### src/rtl/fir_transient_sequencer.sv
// Transient characterisation sequencer for a FIR filter: warm-up, impulse,
// impulse-response capture, then a held step with settle/timeout measurement.
module fir_transient_sequencer #(
  parameter int DATA_WIDTH      = 16,
  parameter int OUT_WIDTH       = 32,
  parameter int AMPLITUDE       = 32767,
  parameter int WARMUP          = 10,
  parameter int IMPULSE_LEN     = 1,
  parameter int IMPULSE_CAPTURE = 200,
  parameter int STEP_CAPTURE    = 400,
  parameter int SETTLE_WIN      = 8,
  parameter int TOL             = 1024,
  parameter int CNT_WIDTH       = 16
) (
  input  logic                         clk,
  input  logic                         rst_n,
  input  logic                         start,
  input  logic                         abort,
  output logic signed [DATA_WIDTH-1:0] fir_data_in,
  input  logic signed [OUT_WIDTH-1:0]  fir_data_out,
  output logic                         busy,
  output logic                         resp_valid,
  output logic                         resp_phase,
  output logic                         done,
  output logic                         timeout,
  output logic [OUT_WIDTH-1:0]         impulse_peak,
  output logic signed [OUT_WIDTH-1:0]  step_final,
  output logic [CNT_WIDTH-1:0]         settle_cycles
);

  localparam logic [2:0] S_IDLE     = 3'd0;
  localparam logic [2:0] S_WARMUP   = 3'd1;
  localparam logic [2:0] S_IMPULSE  = 3'd2;
  localparam logic [2:0] S_IMP_CAP  = 3'd3;
  localparam logic [2:0] S_STEP_CAP = 3'd4;
  localparam logic [2:0] S_DONE     = 3'd5;

  localparam logic [CNT_WIDTH-1:0] WARMUP_LAST = CNT_WIDTH'(WARMUP - 1);
  localparam logic [CNT_WIDTH-1:0] IMP_LAST    = CNT_WIDTH'(IMPULSE_LEN - 1);
  localparam logic [CNT_WIDTH-1:0] ICAP_LAST   = CNT_WIDTH'(IMPULSE_CAPTURE - 1);
  localparam logic [CNT_WIDTH-1:0] SCAP_LAST   = CNT_WIDTH'(STEP_CAPTURE - 1);
  localparam logic [CNT_WIDTH-1:0] SCAP_LIMIT  = CNT_WIDTH'(STEP_CAPTURE);
  localparam logic [CNT_WIDTH-1:0] SETTLE_N    = CNT_WIDTH'(SETTLE_WIN);
  localparam logic [CNT_WIDTH-1:0] SETTLE_OFS  = CNT_WIDTH'(SETTLE_WIN - 1);
  localparam logic [OUT_WIDTH:0]   TOL_W       = (OUT_WIDTH+1)'(TOL);
  localparam logic signed [DATA_WIDTH-1:0] AMP = DATA_WIDTH'(AMPLITUDE);
  localparam logic signed [OUT_WIDTH-1:0] OUT_MIN = {1'b1, {(OUT_WIDTH-1){1'b0}}};
  localparam logic signed [OUT_WIDTH-1:0] OUT_MAX = {1'b0, {(OUT_WIDTH-1){1'b1}}};

  logic [2:0]                  state_q, state_d;
  logic [CNT_WIDTH-1:0]        cnt_q, cnt_d;
  logic [CNT_WIDTH-1:0]        stable_q, stable_d;
  logic signed [OUT_WIDTH-1:0] prev_q, prev_d;
  logic signed [DATA_WIDTH-1:0] fir_data_in_q, fir_data_in_d;
  logic [OUT_WIDTH-1:0]        impulse_peak_q, impulse_peak_d;
  logic signed [OUT_WIDTH-1:0] step_final_q, step_final_d;
  logic [CNT_WIDTH-1:0]        settle_cycles_q, settle_cycles_d;
  logic                        timeout_q, timeout_d;

  logic signed [OUT_WIDTH-1:0] y_neg;
  logic [OUT_WIDTH-1:0]        y_abs;
  logic signed [OUT_WIDTH:0]   diff;
  logic [OUT_WIDTH:0]          diff_abs;
  logic                        stable_ok;

  // Magnitude with the most-negative sample clamped to full scale.
  assign y_neg = -fir_data_out;
  always_comb begin
    if (!fir_data_out[OUT_WIDTH-1]) y_abs = fir_data_out;
    else if (fir_data_out == OUT_MIN) y_abs = OUT_MAX;
    else y_abs = y_neg;
  end

  // One extra bit keeps the sample-to-sample difference from wrapping.
  assign diff      = {fir_data_out[OUT_WIDTH-1], fir_data_out} - {prev_q[OUT_WIDTH-1], prev_q};
  assign diff_abs  = diff[OUT_WIDTH] ? -diff : diff;
  assign stable_ok = (diff_abs <= TOL_W);

  always_comb begin
    state_d         = state_q;
    cnt_d           = cnt_q + CNT_WIDTH'(1);
    stable_d        = stable_q;
    prev_d          = prev_q;
    impulse_peak_d  = impulse_peak_q;
    step_final_d    = step_final_q;
    settle_cycles_d = settle_cycles_q;
    timeout_d       = timeout_q;

    case (state_q)
      S_IDLE: begin
        cnt_d = '0;
        if (start && !abort) begin
          state_d         = S_WARMUP;
          stable_d        = '0;
          impulse_peak_d  = '0;
          step_final_d    = '0;
          settle_cycles_d = '0;
          timeout_d       = 1'b0;
        end
      end
      S_WARMUP: begin
        if (cnt_q == WARMUP_LAST) begin
          state_d = S_IMPULSE;
          cnt_d   = '0;
        end
      end
      S_IMPULSE: begin
        if (cnt_q == IMP_LAST) begin
          state_d = S_IMP_CAP;
          cnt_d   = '0;
        end
      end
      S_IMP_CAP: begin
        if (y_abs > impulse_peak_q) impulse_peak_d = y_abs;
        prev_d = fir_data_out;
        if (cnt_q == ICAP_LAST) begin
          state_d = S_STEP_CAP;
          cnt_d   = '0;
        end
      end
      S_STEP_CAP: begin
        stable_d     = stable_ok ? stable_q + CNT_WIDTH'(1) : '0;
        prev_d       = fir_data_out;
        step_final_d = fir_data_out;
        if (stable_d == SETTLE_N) begin
          settle_cycles_d = cnt_q - SETTLE_OFS;
          state_d         = S_DONE;
          cnt_d           = '0;
        end else if (cnt_q == SCAP_LAST) begin
          timeout_d       = 1'b1;
          settle_cycles_d = SCAP_LIMIT;
          state_d         = S_DONE;
          cnt_d           = '0;
        end
      end
      S_DONE: begin
        state_d = S_IDLE;
        cnt_d   = '0;
      end
      default: begin
        state_d = S_IDLE;
        cnt_d   = '0;
      end
    endcase

    if (abort && (state_q != S_IDLE)) begin
      state_d = S_IDLE;
      cnt_d   = '0;
    end

    // Stimulus is registered alongside the state so it lines up with it.
    fir_data_in_d = ((state_d == S_IMPULSE) || (state_d == S_STEP_CAP)) ? AMP : '0;
  end

  always_ff @(posedge clk or negedge rst_n) begin
    if (!rst_n) begin
      state_q         <= S_IDLE;
      cnt_q           <= '0;
      stable_q        <= '0;
      prev_q          <= '0;
      fir_data_in_q   <= '0;
      impulse_peak_q  <= '0;
      step_final_q    <= '0;
      settle_cycles_q <= '0;
      timeout_q       <= 1'b0;
    end else begin
      state_q         <= state_d;
      cnt_q           <= cnt_d;
      stable_q        <= stable_d;
      prev_q          <= prev_d;
      fir_data_in_q   <= fir_data_in_d;
      impulse_peak_q  <= impulse_peak_d;
      step_final_q    <= step_final_d;
      settle_cycles_q <= settle_cycles_d;
      timeout_q       <= timeout_d;
    end
  end

  assign fir_data_in   = fir_data_in_q;
  assign busy          = (state_q != S_IDLE);
  assign resp_valid    = (state_q == S_IMP_CAP) || (state_q == S_STEP_CAP);
  assign resp_phase    = (state_q == S_STEP_CAP);
  assign done          = (state_q == S_DONE);
  assign timeout       = timeout_q;
  assign impulse_peak  = impulse_peak_q;
  assign step_final    = step_final_q;
  assign settle_cycles = settle_cycles_q;

endmodule

### config.mk
export PLATFORM = sky130hd
export DESIGN_NAME = fir_transient_sequencer
export DESIGN_NICKNAME = d
export VERILOG_FILES = /design/src/rtl/fir_transient_sequencer.sv
export SDC_FILE = /design/constraint.sdc
export NUM_CORES = 1
export LEC_CHECK = 0
export ABC_AREA = 1
export CAP_MARGIN = 10
export CORE_MARGIN = 2
export CORE_UTILIZATION = 35
export DETAILED_ROUTE_END_ITERATION = 8
export PLACE_DENSITY_LB_ADDON = 0.25
export SYNTH_ARGS = -nofsm -noshare
export SYNTH_HDL_FRONTEND = slang
export SYNTH_SLANG_ARGS = --single-unit
### constraint.sdc
create_clock -name clk -period 9.35 [get_ports clk]
set_input_delay 0.935 -clock clk [delete_from_list [all_inputs] [get_ports clk]]
set_output_delay 0.935 -clock clk [all_outputs]
set_load 0.05 [all_outputs]
---- After elaboration in Yosys (flattened, before gate mapping) ----
Index checks and enable logic that the tools add are counted.
word-level totals
  bits in registers ....................... 163
  word-level logic and storage cells ...... 82
operators by class
  $add $sub $neg .......................... 6
  $lt $le $gt $ge ......................... 2
  eq/ne operators ......................... 17
  mux-type cells .......................... 33
  reduce and logical (&&, ||, !) cells .... 15
operator list
  cell                                                                     count
  16-bit two-way mux                                                       10
  32-bit two-way mux                                                       4
  32-bit one-hot mux with 2 select lines                                   2
  16-bit one-hot mux with 2 select lines                                   2
  16-bit one-hot mux with 4 select lines                                   1
  33-bit by 11-bit <= comparator with 1-bit output, second input constant  1
  33-bit two-way mux                                                       1
  33-bit negator                                                           1
  32-bit by 32-bit subtractor with 33-bit output                           1
  16-bit by 1-bit adder with 16-bit output, second input constant          2
  16-bit by 4-bit equality test with 1-bit output, second input constant   2
  32-bit equality test, second input constant                              1
  32-bit greater-than comparator                                           1
  32-bit negator                                                           1
  3-bit two-way mux                                                        7
  16-bit by 8-bit equality test with 1-bit output, second input constant   1
  16-bit by 9-bit equality test with 1-bit output, second input constant   1
  16-bit logical NOT                                                       1
  16-bit by 3-bit subtractor with 16-bit output, second input constant     1
  15-bit two-way mux                                                       1
  3-bit one-hot mux with 5 select lines                                    1
  3-bit by 2-bit equality test with 1-bit output, second input constant    3
  3-bit equality test, second input constant                               3
  2-bit != test, second input constant                                     3
  other kinds (15)                                                         21

---- Longest topological paths before layout ----
Gate-level depths: netlist of the first run.
  depth in word-level cells ............... 12
  gate-level depth with buffers ........... 35
  gate-level depth less buffers ........... 33

---- Least setup slack after synthesis of the first run ----
No wires, ideal clock.
  kind .................................... in2reg
  start ................................... input fir_data_out[1]
  end ..................................... register impulse_peak_q[10] (netlist: impulse_peak[10])
  arrival time ............................ 5207 ps
  required time ........................... 9209 ps
  setup slack ............................. 4002 ps
  stages .................................. 30
  buffers on the path ..................... 2
  cell sequence ........................... inv_1 ha_1 inv_1 nor3_1 nor3b_1 inv_1 nor3_1 nand3_1 nor3_1 nand4_1 nor3_1 nand3_1 nor3_1 nand3_1 inv_1 buf_2 nor2_1 inv_1 ha_1 a21oi_1 nor2_1 a211oi_1 o21ai_0 a221oi_1 o21ai_0 nand2_1 nand2_1 nand2_1 clkbuf_1 o22ai_1
between the ends
  word-level cells in the longest chain between the ends .. 6
  elaborated cells between the ends (all ways) .. 9
RTL lines
  item                                                    line    source
  from (decl)                                             20      input logic signed [OUT_WIDTH-1:0] fir_data_out,
  32-bit negator or 32-bit equality test (tied branches)  67, 70
  32-bit two-way mux                                      70      else if (fir_data_out == OUT_MIN) y_abs = OUT_MAX;
  32-bit two-way mux (*)                                  69      if (!fir_data_out[OUT_WIDTH-1]) y_abs = fir_data_out;
  32-bit greater-than comparator                          114     if (y_abs > impulse_peak_q) impulse_peak_d = y_abs;
  2-bit != test (no source line)                          --
  3-bit AND reduction (no source line)                    --
  to (signal assigned)                                    172     impulse_peak_q <= impulse_peak_d;
  to (decl)                                               55      logic [OUT_WIDTH-1:0] impulse_peak_q, impulse_peak_d;
Mark *: on every way between the ends. The rest lies on a longest branch, timed or not. The select of a mux whose other input is x is not followed.
A chain may end at the register's enable or synchronous reset.

---- Worst setup path after layout of the first run ----
  start ................................... input fir_data_out[0]
  end ..................................... register impulse_peak_q[19] (netlist: impulse_peak[19])
Same word-level chain as after synthesis.

==> results of run 1 <==
-- routing by layer --
| layer | part of all wire, % | wire length (µm) | global-route usage [%] |
|---|---|---|---|
| met5 | 0 | 0 | 0 |
| met3 | 5.7 | 2070 | 3.40 |
| met2 | 44 | 16200 | 33.2 |
| met1 | 47 | 17000 | 27.6 |
| met4 | 3.0 | 1110 | 6.69 |
-- power groups by stage --
stage	Clock (mW)	Sequential, mW	Combinational [mW]
CTS	0.759	0.809	2.34
floorplan	0	0.937	1.64
global placement	0	0.818	2.29
global route	0.787	0.819	2.66
finish	0.746	0.806	2.34
detailed placement	0	0.819	2.33
-- worst max path at each step --
stage	startpoint	to	slack, ps	cells after the start
after floorplan	fir_data_out[1]	impulse_peak[10]$_DFFE_PN0P_	4000	30
after global placement	fir_data_out[1]	impulse_peak[17]$_DFFE_PN0P_	1750	27
after detailed placement	fir_data_out[1]	impulse_peak[5]$_DFFE_PN0P_	1560	30
after CTS	fir_data_out[0]	impulse_peak[19]$_DFFE_PN0P_	1950	30
after global routing	fir_data_out[0]	impulse_peak[19]$_DFFE_PN0P_	820	30
final	fir_data_out[0]	impulse_peak[19]$_DFFE_PN0P_	1840	27
-- critical path, stage by stage --
cell and delay [ps]:
clkdlybuf4s50_1 550, inv_1 180, ha_1 160, inv_1 40, nor3_1 170, nor3b_1 230
inv_1 100, nor3_1 230, nand3_1 170, nor3_1 410, nand4_1 240, nor3_1 410
nand3_1 200, nor3_1 170, nand3_1 400, inv_1 600, nor3_1 130, inv_1 80
ha_1 130, nand2_1 50, or4_1 500, nor4_1 390, nand2_1 100, nand2_1 80
nand2_1 60, nand2_1 800, o21ai_0 220
-- registers in the layout (all words and copies together) (netlist names), 3 cells and up --
signal and count:
impulse_peak 32, cnt_q 16, stable_q 16, state_q 3, settle_cycles 16, prev_q 32
step_final 32
-- synth_stat cells (all sizes together) (6+ instances only) --
| library cell | n | area, µm² |
|---|---|---|
| or2 | 10 | 62.6 |
| nor4 | 8 | 50.1 |
| xor2 | 51 | 447 |
| nor3 | 35 | 175 |
| o22ai | 23 | 144 |
| ha | 69 | 863 |
| a21oi | 49 | 253 |
| o32ai | 7 | 61.3 |
| nor2 | 200 | 870 |
| buf | 28 | 200 |
| clkbuf | 31 | 116 |
| dfrtp | 149 | 3730 |
| nand4 | 24 | 150 |
| o21ai | 102 | 510 |
| o211ai | 6 | 45.0 |
| nand3 | 175 | 906 |
| nand2 | 589 | 2280 |
| inv | 335 | 1260 |
-- layout make-up --
cell class / instances / area (µm²)
clock inverter: 13 / 195
timing repair buffer: 143 / 1410
tap: 455 / 569
inverter: 340 / 1280
antenna: 1 / 2.50
multi-input combinational: 1378 / 7050
fill: 3677 / 20000
sequential: 149 / 3730
clock buffer: 19 / 433
-- cell families (layout without fill, tap and decap cells) --
group	count (synthesis)	count (layout)	share of synthesized area (%)
AOI/OAI and AO/OA	198	198	8.85
xor gates and xnor gates	54	54	3.82
adders and majority gates	70	70	7.14
buffers and inverters	399	515	12.9
DFF	149	149	30.1
other	1	2	0.0303
and+or+nand+nor	1055	1055	37.1
-- per-stage QoR --
step                instance area, µm²  hold WS [ps]  setup WS (ps)
global route                     14700           494            816
floorplan                        12400           456           4000
finish                           14700           472           1840
global placement                 14000           455           1750
detailed placement               14000           462           1560
CTS                              14700           477           1950
==> impl_metrics.ini, run 1 <==
[setup_path]
crit_path_max_fanout = 31
r2r-end = cnt_q[1]$_DFF_PN0_
worstPathArrival_ps = 7760
path_class = input pin to register
end_kind = register
r2r-start = prev_q[0]$_DFFE_PN0P_
startpoint_type = input pin
worst-r2r-cell-count = 29
rrSetupSlack_ps = 4570
cp.required_ps = 9600

[global_routing]
grt_pass1_wl_mm = 60.0
track_usage_pct = 20.5
grt_overflow = 0
antenna_found_initial = 1
grt_pass1_vias = 11800
grt_max_degree = 77

[pwr]
ir_drop_uv = 154
powerDensity_nw_per_um2 = 266
seqPwrFrac_pct = 20.7
clkPwrFrac_pct = 19.2
share_comb_of_total_power_pct = 60.2
total_power_mw = 3.89
switching_share_pct = 50.0
leakage_nw = 7.62
p_switching_mw = 1.95
p_int_mw = 1.95

[clock_network]
insertion_delay_ps = 430
post_cts_resized = 0
cts_setup_buffers = 0
cts_hold_buf = 0
cts.path.max_buffers = 2
clk_pin_slew_ps = 60
htree_levels = 4
cts_sinks = 149
cts_root_buf = clkbuf_16
cts_made_buffers = 17
cts_tree = yes

[synthesis]
synth_edf_count = 0
postSynthNetCount = 2032
ys_ff_latch = 149
async_reset_ff_share_pct = 100
synth.avg_cell_area_um2 = 6.42
syn_inst = 1926
yosysWarnings = 0
yosys.cell_types.count = 47
yosysSeqAreaShare_pct = 30.1
synth-main-ff-cell = dfrtp_1
synth_area_um2 = 12400

[timing]
fmax_mhz = 133
setup_viol = 0
fin_crit_sh_pct = 80.3
tns_ps = 0
hold_viol = 0
rsz0062_at_grt = no
clock_skew_ps = 9.39
maxSlewHeadroom_pct = 26.5
finalCriticalPeriod_ps = 7510
tightest_slew_ps = 1100
maxSlewViolCount = 0

[hold_path]
hold_path.class = register to register
worstHoldStart = settle_cycles[3]$_DFFE_PN0P_
hold_end = settle_cycles[3]$_DFFE_PN0P_
hold_path_depth = 2

[run_status]
status = finished clean

[finish]
final_cell_mix = 564 x nand2_1, 320 x inv_1, 172 x nor2_1, 169 x nand3_1, 149 x dfrtp_1
final_common_cell = nand2_1
nNetsFinal = 2135
post-route-util_pct = 42.3
drive_gt1_share_pct = 6.17
fin_cells = 2498
syn2layout_area_growth_pct = 18.6

[drt]
drcViolationCount = 0
vias = 12200
finalWirelength_mm = 36.4
dr.pass1.iters = 5
avgRoutedWirePerCell_um = 14.6
vias_per_cell = 4.89
first_iter_violations = 768
final_antenna_net_count = 0

[floorplan]
die-area_um2 = 36900
num_rows = 68
coreArea_um2 = 34700
io_pins = 137
dieWidth_um = 192
dieHeight_um = 192
start_util_pct = 35.6

[place]
place_congestion = 0.887
io_buffers = 135
placed_cells = 2465
dp_hpwl_mm = 28.6

[flow_run]
maxCapViolCount = 0
Power figures use the tool's default switching activity.
==> run 2, diff against run 1 <==
Clock period 9.35 ns to 6.5 ns, I/O delays scaled along.
==> run 2 against run 1 <==
  * Routed wire length is 0.82% lower
  * Via count hardly changed
  * Critical path depth is 4 higher
  * Hold slack worse by 200 ps
  * Die area stayed put
  * Power is 41% higher
  * Final area hardly changed
  * Count of clock-buffer cells in the layout is 2 lower
  * Largest power group unchanged
==> impl_metrics.ini, run 2 (synthesis results as in run 1) <==
[run_status]
status = finished clean

[timing]
maxSlewViolCount = 0
setup_viol = 0
rsz0062_at_grt = no
finalCriticalPeriod_ps = 5780
maxSlewHeadroom_pct = 40.5
hold_viol = 0
fmax_mhz = 173
clock_skew_ps = 8.66
fin_crit_sh_pct = 88.9
tns_ps = 0
tightest_slew_ps = 893

[global_routing]
grtUsageMet2_pct = 32.9
grt_pass1_wl_mm = 59.7
grt_use_met3_pct = 3.71
grt_overflow = 0
met1_usage_pct = 27.9
grt_max_degree = 90
top_usage_layer = met2
track_usage_pct = 20.4
antenna_found_initial = 3
grt_pass1_vias = 11500

[hold_path]
hold_path.class = input pin to async pin

[setup_path]
cp.required_ps = 6830
worstPathArrival_ps = 6110
worst-r2r-cell-count = 29
crit_path_max_fanout = 30
cpPeakStageDelay_ps = 540
startpoint_type = input pin
end_kind = register
path_class = input pin to register
cp_slowest_cell = clkdlybuf4s50_1

[clock_network]
htree_levels = 4
clk_pin_slew_ps = 60
cts_hold_buf = 0
cts_sinks = 149
cts.path.max_buffers = 2
cts_setup_buffers = 0
cts_tree = yes
insertion_delay_ps = 430
cts_made_buffers = 17
cts_root_buf = clkbuf_16

[drt]
avgRoutedWirePerCell_um = 14.4
drcViolationCount = 0
vias_per_cell = 4.87
finalWirelength_mm = 36.1
final_antenna_net_count = 0
dr.pass1.iters = 7
first_iter_violations = 833
vias = 12200

[floorplan]
coreArea_um2 = 34700
num_rows = 68
dieHeight_um = 192
io_pins = 137
die-area_um2 = 36900
start_util_pct = 35.6
dieWidth_um = 192

[pwr]
p_switching_mw = 2.80
share_comb_of_total_power_pct = 61.2
seqPwrFrac_pct = 21.1
switching_share_pct = 50.9
leakage_nw = 7.61
ir_drop_uv = 164
total_power_mw = 5.50
p_int_mw = 2.70
clkPwrFrac_pct = 17.7
powerDensity_nw_per_um2 = 375

[finish]
drive_gt1_share_pct = 6.60
syn2layout_area_growth_pct = 18.5
final_common_cell = nand2_1
fin_cells = 2503
final_cell_mix = 564 x nand2_1, 319 x inv_1, 172 x nor2_1, 169 x nand3_1, 149 x dfrtp_1
nNetsFinal = 2140
stdcell_area_um2 = 14700

[place]
io_buffers = 135
dp_hpwl_mm = 28.8
placed_cells = 2470
place_congestion = 0.934
placed_area_um2 = 14100

[flow_run]
maxCapViolCount = 0
-- run 2: final timing paths --
path                                                    from                      endpoint  slack (ps)
max in group asynchronous                              rst_n          state_q[0]$_DFF_PN0_        4850
worst max register to register         prev_q[0]$_DFFE_PN0P_            cnt_q[2]$_DFF_PN0_        1820
worst min register to register  settle_cycles[6]$_DFFE_PN0P_  settle_cycles[6]$_DFFE_PN0P_         470
worst min-delay path                                   rst_n  impulse_peak[22]$_DFFE_PN0P_         270
min in group clk                settle_cycles[6]$_DFFE_PN0P_  settle_cycles[6]$_DFFE_PN0P_         470
worst max-delay path                         fir_data_out[0]  impulse_peak[25]$_DFFE_PN0P_         720
-- run 2: metal layers --
metal  vias up  share of wire [%]
met3        56                6.3
met2       331                 44
met4         4                2.3
met1      5535                 47
li1       6276                  -
met5         -              0.075
-- run 2: power by group through the flow --
stage	registers (mW)	logic, mW	clock network, mW
after floorplan	1.35	2.35	0
after global placement	1.18	3.31	0
after detailed placement	1.18	3.36	0
after CTS	1.16	3.37	0.995
after global routing	1.18	3.84	1.04
final	1.16	3.37	0.973
-- run 2: final cells by class --
class	instances	area (µm²)
multi-input combinational	1378	7060
sequential	149	3730
antenna	1	2.50
clock inverter	15	146
timing repair buffer	148	1450
fill	3688	20100
clock buffer	17	425
tap	455	569
inverter	340	1280
-- run 2: timing repair --
| item | in CTS | in global routing |
|---|---|---|
| resized for setup | 0 | 2 |
| endpoints found under the setup margin | 0 | 32 |
| endpoints found under the hold margin | 0 | 0 |
-- run 2: worst max-delay path: cells and delay by family --
family / cells / cell delay [ps]
AO/OA/AOI/OAI: 6 / 1090
buffers and inverters: 7 / 1420
AND/OR/NAND/NOR: 16 / 2520
adder cells (fa/ha/maj): 2 / 390
-- run 2: metrics by stage --
step,worst slack [ps],hold WS [ps],util [%]
after floorplan,1440,354,-
after global placement,314,454,40.5
after detailed placement,138,458,40.5
after CTS,532,336,42.2
after global routing,127,356,42.2
final,722,268,42.2
